**src/rtl/usb_rx_rcu.sv**
```systemverilog
// USB full-speed receiver control unit: sync check, data-byte store strobes, EOP validation, error recovery.
// Optional PID check is enabled by defining USB_RCU_PID_CHECK_EN, which also adds the `pid` output.
module usb_rx_rcu #(
  parameter logic [7:0]  SYNC_BYTE = 8'h80,
  parameter int unsigned MAX_BYTES = 64
) (
  input  logic       clk,
  input  logic       n_rst,
  input  logic       d_edge,
  input  logic       eop,
  input  logic       shift_enable,
  input  logic       byte_received,
  input  logic [7:0] rcv_data,
  output logic       rcving,
  output logic       w_enable,
  output logic       r_error,
  output logic       pkt_done
`ifdef USB_RCU_PID_CHECK_EN
  ,
  output logic [3:0] pid
`endif
);

  typedef enum logic [3:0] {
    IDLE,
    SYNC_WAIT,
    RCV,
    STORE,
    EOP1,
    EOP2,
    DONE,
    ERR_WAIT,
    ERR_EOP1,
    ERR_IDLE
  } state_t;

  localparam logic [7:0] MAX_CNT = 8'(MAX_BYTES);

  state_t     state;
  logic [2:0] bit_cnt;
  logic [7:0] byte_cnt;
  logic       eop_s;

  // SE0 only counts when seen on a bit-sample strobe.
  assign eop_s = eop & shift_enable;

`ifdef USB_RCU_PID_CHECK_EN
  logic pid_ok;
  assign pid_ok = (rcv_data[7:4] == ~rcv_data[3:0]);
`endif

  // Outputs are registered alongside the state so each one equals a decode of
  // the state being entered; no input ever reaches an output combinationally.
  // NOTE: sequential state uses non-blocking assignments so every register
  // samples pre-edge values regardless of statement order.
  always_ff @(posedge clk or negedge n_rst) begin
    if (!n_rst) begin
      // NOTE: asynchronous reset puts the FSM in IDLE immediately, dropping any
      // pending STORE strobe without waiting for a clock.
      state    <= IDLE;
      bit_cnt  <= 3'd0;
      byte_cnt <= 8'd0;
      rcving   <= 1'b0;
      w_enable <= 1'b0;
      r_error  <= 1'b0;
      pkt_done <= 1'b0;
`ifdef USB_RCU_PID_CHECK_EN
      pid      <= 4'd0;
`endif
    end else begin
      w_enable <= 1'b0;
      pkt_done <= 1'b0;

      if ((state == SYNC_WAIT || state == RCV) && shift_enable)
        bit_cnt <= bit_cnt + 3'd1;

      unique case (state)
        IDLE, ERR_IDLE: begin
          if (d_edge) begin
            state    <= SYNC_WAIT;
            rcving   <= 1'b1;
            r_error  <= 1'b0;
            bit_cnt  <= 3'd0;
            byte_cnt <= 8'd0;
`ifdef USB_RCU_PID_CHECK_EN
            pid      <= 4'd0;
`endif
          end
        end

        SYNC_WAIT: begin
          if (eop_s) begin
            state   <= ERR_EOP1;
            r_error <= 1'b1;
          end else if (byte_received) begin
            if (rcv_data == SYNC_BYTE) begin
              state <= RCV;
            end else begin
              state   <= ERR_WAIT;
              r_error <= 1'b1;
            end
          end
        end

        RCV: begin
          if (eop_s) begin
            if (bit_cnt == 3'd0) begin
              state <= EOP1;
            end else begin
              // SE0 mid-byte: the packet ended on a partial byte.
              state   <= ERR_EOP1;
              r_error <= 1'b1;
            end
          end else if (byte_received) begin
            if (byte_cnt >= MAX_CNT) begin
              state   <= ERR_WAIT;
              r_error <= 1'b1;
`ifdef USB_RCU_PID_CHECK_EN
            end else if (byte_cnt == 8'd0 && !pid_ok) begin
              state   <= ERR_WAIT;
              r_error <= 1'b1;
            end else begin
              if (byte_cnt == 8'd0)
                pid <= rcv_data[3:0];
              state    <= STORE;
              w_enable <= 1'b1;
            end
`else
            end else begin
              state    <= STORE;
              w_enable <= 1'b1;
            end
`endif
          end
        end

        STORE: begin
          state    <= RCV;
          byte_cnt <= byte_cnt + 8'd1;
        end

        EOP1: begin
          if (eop_s) begin
            state <= EOP2;
          end else if (shift_enable) begin
            // Single-bit SE0 is not a valid end of packet.
            state   <= ERR_WAIT;
            r_error <= 1'b1;
          end
        end

        EOP2: begin
          if (d_edge) begin
            state    <= DONE;
            rcving   <= 1'b0;
            pkt_done <= 1'b1;
          end
        end

        DONE: begin
          state <= IDLE;
        end

        ERR_WAIT: begin
          if (eop_s)
            state <= ERR_EOP1;
        end

        ERR_EOP1: begin
          if (d_edge) begin
            state  <= ERR_IDLE;
            rcving <= 1'b0;
          end
        end

        default: begin
          state   <= IDLE;
          rcving  <= 1'b0;
          r_error <= 1'b0;
        end
      endcase
    end
  end

endmodule
```
**config.mk**
```make
export PLATFORM = sky130hd
export DESIGN_NAME = usb_rx_rcu
export DESIGN_NICKNAME = d
export VERILOG_FILES = /design/src/rtl/usb_rx_rcu.sv
export SDC_FILE = /design/constraint.sdc
export NUM_CORES = 1
export LEC_CHECK = 0
export CORE_UTILIZATION = 54
export CTS_CLUSTER_DIAMETER = 60
export DETAILED_ROUTE_END_ITERATION = 6
export GPL_TIMING_DRIVEN = 0
export PLACE_DENSITY = 0.79
export SLEW_MARGIN = 5
export SYNTH_ARGS = -nofsm -noshare
export SYNTH_HDL_FRONTEND = slang
export SYNTH_SLANG_ARGS = --single-unit
export TNS_END_PERCENT = 5
```
**constraint.sdc**
```tcl
create_clock -name clk -period 2.25 [get_ports clk]
set_clock_uncertainty 0.05 [all_clocks]
set_input_delay 0.45 -clock clk [delete_from_list [all_inputs] [get_ports clk]]
set_output_delay 0.45 -clock clk [all_outputs]
set_load 0.005 [all_outputs]
```
### Yosys cells after proc, flatten, opt, wreduce, memory -nomap -nowiden

Index checks and enable logic that the tools add are counted.

| word-level totals | value |
|---|---|
| register bits after elaboration | 19 |
| input port bits | 14 |
| output and inout bits | 4 |
| logic and storage cells | 87 |

| operators by class | value |
|---|---|
| add/sub/neg operators | 2 |
| order comparisons | 1 |
| reductions and logical operators | 13 |
| multiplexer cells | 38 |
| bitwise logic cells | 3 |
| equal/unequal tests | 23 |

Operators by type and width:

| kind | number |
|---|---|
| 4-bit 2-to-1 mux | 11 |
| 4-bit one-hot mux with 8 select lines | 1 |
| 1-bit 2-to-1 mux | 17 |
| 4-bit by 3-bit equality test with 1-bit output, second input constant | 4 |
| 8-bit one-hot mux with 2 select lines | 1 |
| 3-bit 2-to-1 mux | 5 |
| 3-bit inequality test, second input constant | 5 |
| 2-bit inequality test, second input constant | 6 |
| 9-bit AND reduction | 1 |
| 8-bit by 1-bit adder with 8-bit output, second input constant | 1 |
| 4-bit by 2-bit equality test with 1-bit output, second input constant | 2 |
| 4-bit equality test, second input constant | 2 |
| 8-bit equality test, second input constant | 1 |
| 8-bit by 7-bit greater-or-equal comparator with 1-bit output, second input constant | 1 |
| 8-bit 2-to-1 mux | 1 |
| 7-bit AND reduction | 1 |
| 6-bit OR reduction | 1 |
| 1-bit one-hot mux with 5 select lines | 1 |
| 5-bit OR reduction | 1 |
| 4-bit by 1-bit equality test with 1-bit output, second input constant | 1 |
| 4-bit zero test | 1 |
| 2-bit OR reduction | 2 |
| 3-bit by 1-bit adder with 3-bit output, second input constant | 1 |
| 3-bit zero test | 1 |
| 10 further kinds | 11 |

### Longest topological paths before layout

| depth | value |
|---|---|
| depth in word-level cells | 6 |
| mapped depth | 7 |
| mapped depth without buffers | 7 |

### Least setup slack after synthesis

Ideal clock, no wire load.

| timing | value |
|---|---|
| path type | register to register |
| start | reg state[0] |
| end | reg state[3] |
| data required time | 2.073 ns |
| setup time | 0.127 ns |
| cell stages (with the launch flop) | 7 |
| path buffers | 1 |
| path slack | 0.660 ns |
| period minus slack after synthesis | 1.590 ns |
| arrival | 1.413 ns |
| cells stage by stage | dfrtp_1 > buf_6 > nor3_2 > a31oi_1 > nand3b_2 > nand2_2 > mux2_1 |

| between the ends | value |
|---|---|
| cells in the longest elaborated chain, start to end | 4 |
| elaborated cells on any way between the ends | 19 |
| those cells by class | eq/ne: 15; mux: 1; reduce/logical: 3 |

Ends and longest elaborated chain:

| what | RTL line | text |
|---|---|---|
| from (decl) | 39 | `state_t state;` |
| from (signal assigned) | 60 | `state <= IDLE;` |
| from (signal assigned) | 80 | `state <= SYNC_WAIT;` |
| from (signal assigned) | 93 | `state <= ERR_EOP1;` |
| 4-bit equality test or 4-bit zero test (tied branches) | 77 | `unique case (state)` |
| 2-bit OR reduction | 77 |  |
| 2-bit inequality test (no line) | -- |  |
| 7-bit AND reduction (no line) | -- |  |

Parallel ways exist; a longest one is shown, timed or not.
A chain may end at the register's enable or synchronous reset.

### Worst setup path after layout

| timing | value |
|---|---|
| start | in shift_enable |
| end | reg state[3] |

| between the ends | value |
|---|---|
| cells in the longest elaborated chain, start to end | 3 |
| elaborated cells on any way between the ends | 10 |
| those cells by class | eq/ne: 4; mux: 4; bitwise: 1; reduce/logical: 1 |

Ends and longest elaborated chain:

| what | RTL line | text |
|---|---|---|
| from (decl) | 11 | `input logic shift_enable,` |
| 1-bit bitwise AND | 45 | `assign eop_s = eop & shift_enable;` |
| 3-bit inequality test (no line), or another cell as far along | -- |  |
| 7-bit AND reduction (no line) or 4-bit one-hot mux with 8 select lines (tied branches) | -- |  |

Parallel ways exist; a longest one is shown, timed or not.

==> flow_metrics.py <==
metrics = {
    "run_status": {
        "status": "finished clean",
    },
    "timing": {
        "slew_headroom": 0.4230,
        "setup_viol": 0,
        "rsz0062_at_grt": "false",
        "final.min_clock_period_ns": 1.859,
        "maxSlewViolCount": 0,
        "tns_ns": 0,
        "tightestPinTransition_ns": 0.8627,
        "fmax_mhz": 537.8,
        "hold_viol": 0,
        "finalCritPeriodShare": 0.8264,
    },
    "synth": {
        "synth_edf_count": 0,
        "synthFlopType": "dfrtp_1",
        "yosys.area.top_type_share": 0.3555,
        "syn_inst": 144,
        "synthTopCellsByArea": "dfrtp_1, o21ai_0, nand2_1, nor2_1, nand3_1",
        "yosysTopAreaCell": "dfrtp_1",
        "netlist_area_sq_um": 1338,
        "synth.avg_cell_area_sq_um": 9.288,
        "synth_seq_cells": 19,
        "synth-seq-area-share": 0.3555,
        "syn_nets": 161,
        "synth-async-reset-ratio": 1.000,
        "synthDistinctLibCells": 53,
        "yosysWarnings": 0,
    },
    "global_route": {
        "grt_antenna_before_repair": 0,
        "first_global_vias": 1142,
        "grt_use_met3": 0.03801,
        "use_met2": 0.4264,
        "grt_max_degree": 20,
        "grt_usage": 0.2483,
        "grt.overflow.total": 0,
        "grt_pass1_wl_mm": 4.954,
        "gr-usage-met1": 0.3260,
        "grt-busiest-layer": "met2",
    },
    "worst_setup_path": {
        "crit_fanout": 7,
        "cp.required_ns": 2.39,
        "crit_path_end_kind": "register",
        "worstSetupStartpointType": "input pin",
        "crit_type": "input pin to register",
        "arrival_ns": 2.00,
    },
    "final_layout": {
        "layout.cells.most_common_list": "dfrtp_1, clkdlybuf4s50_1, nand2_1, o21ai_0, nor2_1",
        "num-fill-cells": 184,
        "nNetsFinal": 183,
        "area_delta_synth_final_pct": 17.40,
        "drive_above_1_share": 0.1515,
        "seq_area_sq_um": 475.5,
        "final_cell_area_sq_um": 1570,
        "multi_input_area_sq_um": 773.2,
        "diodes": 0,
        "layout_commonest_cell": "dfrtp_1",
    },
    "die": {
        "placeableCoreArea_sq_um": 2276,
        "rows": 17,
        "num_io_pins": 18,
        "fp.dieW_um": 51.77,
        "die_area_sq_um": 2680,
        "start_util": 0.5877,
        "die_y_um": 51.77,
    },
    "placed_design": {
        "hpwl_mm": 2.169,
        "port_buffers": 17,
        "place_congestion": 0.8453,
        "place_area_sq_um": 1543,
    },
    "pwr": {
        "switching_share": 0.4363,
        "p_leak_nw": 0.6684,
        "p_switching_mw": 0.8633,
        "seqPwrFrac": 0.293,
        "combPwrFrac": 0.618,
        "pwr-share-clk": 0.089,
        "power_density_nw_per_um2": 1260,
        "p_int_mw": 1.115,
        "irDropWorstVdd_v": 0.0007767,
    },
    "detailed_routing": {
        "drt-initial-drc-count": 17,
        "num_vias": 1147,
        "via_per_inst": 5.943,
        "ant_nets": 0,
        "wire_per_inst_um": 14.86,
        "firstDrtPassIters": 4,
        "drc": 0,
        "routed_wl_mm": 2.868,
    },
    "cts": {
        "clk_pin_slew_ns": 0.12,
        "clockRootBuffer": "clkbuf_4",
        "cts_tree": "yes",
        "cts_buffer_depth": 2,
        "post_cts_resized": 0,
        "hold_buffers": 0,
        "numCtsBuffers": 3,
        "cts.sinks": 19,
        "postCtsSetupBuffers": 0,
        "clock_latency_ns": 0.30,
        "htreeDepth": 1,
    },
    "run": {
        "cap_viol_max_count": 0,
    },
    "hold_path": {
        "hp-class": "register to register",
    },
}
-- synth_stat cells (2+ instances only) --
| cell type | count |
|---|---|
| dfrtp_1 | 19 |
| nand2_1 | 16 |
| o21ai_0 | 15 |
| nor2_1 | 12 |
| nand3_1 | 8 |
| a21oi_1 | 4 |
| a31oi_1 | 4 |
| inv_1 | 4 |
| o211ai_1 | 4 |
| buf_6 | 3 |
| ha_1 | 3 |
| o31ai_1 | 3 |
| xnor2_1 | 3 |
| xor2_1 | 3 |
| a211oi_1 | 2 |
| a2bb2oi_1 | 2 |
| and3_1 | 2 |
| nand2b_1 | 2 |
-- worst paths after layout --
| path | startpoint | end | slack, ns | cells past startpoint |
|---|---|---|---|---|
| setup / recovery | shift_enable | state[3] | 0.39 | 6 |
| hold / removal | byte_cnt[7] | byte_cnt[7] | 0.48 | 1 |
| setup reg to reg | state[0] | state[3] | 0.50 | 6 |
| hold reg to reg | byte_cnt[7] | byte_cnt[7] | 0.48 | 1 |
| max in group asynchronous | n_rst | rcving | 1.04 | 1 |
| min in group asynchronous | n_rst | byte_cnt[7] | 0.58 | 1 |
-- state kept, by name (all words and copies together) (netlist names) --
name and count:
bit_cnt 3, byte_cnt 8, r_error 1, rcving 1, pkt_done 1, w_enable 1
state 4
-- logic make-up after synthesis --
kind of cell	share of synthesized area
simple gates	0.2526
mux	0.01590
xor+xnor	0.05146
compound gates	0.2226
buf+inv	0.06641
fa+ha+maj	0.03555
flops	0.3555
-- worst max-delay path: stages --
cell and delay (ns):
clkdlybuf4s50_1 0.52, nand2_1 0.21, a31oi_1 0.09, nand3b_2 0.28, nand2_2 0.13, mux2_1 0.31
-- power by group through the flow --
stage          clock (mW)  sequential, mW  combinational (mW)
2_1_floorplan           0           0.565               0.953
3_5_place_dp            0           0.586                1.22
4_1_cts             0.182           0.579                1.22
6_report            0.176           0.579                1.22
5_1_grt             0.193           0.600                1.38
3_3_place_gp            0           0.576                1.18
-- area by class of cell --
class / instances / area share
flip-flops and latches: 19 / 0.3028
multi-input cells: 114 / 0.4924
plain buffers: 6 / 0.04462
clock inverters: 1 / 0.003187
well taps: 28 / 0.02231
inverters: 5 / 0.01195
clock buffers: 3 / 0.01434
repair buffers: 17 / 0.1084
-- layer usage --
metal  wire, um  share of wire
met2       1336           0.47
met3        158          0.055
met1       1360           0.47
met4         12         0.0042
met5          0              0
-- per-stage QoR --
stage | util | setup WS (ns) | instances | hold slack, ns | power, mW
2_1_floorplan | - | 0.6597 | 144 | 0.1044 | 1.519
3_3_place_gp | 0.6778 | 0.1143 | 189 | 0.4378 | 1.757
3_5_place_dp | 0.6778 | 0.1003 | 189 | 0.4572 | 1.806
4_1_cts | 0.6899 | 0.4135 | 193 | 0.4729 | 1.984
5_1_grt | 0.6899 | 0.2584 | 193 | 0.5009 | 2.175
6_report | 0.6899 | 0.3907 | 193 | 0.4770 | 1.979
No activity file was read; power rests on OpenSTA's default activity.
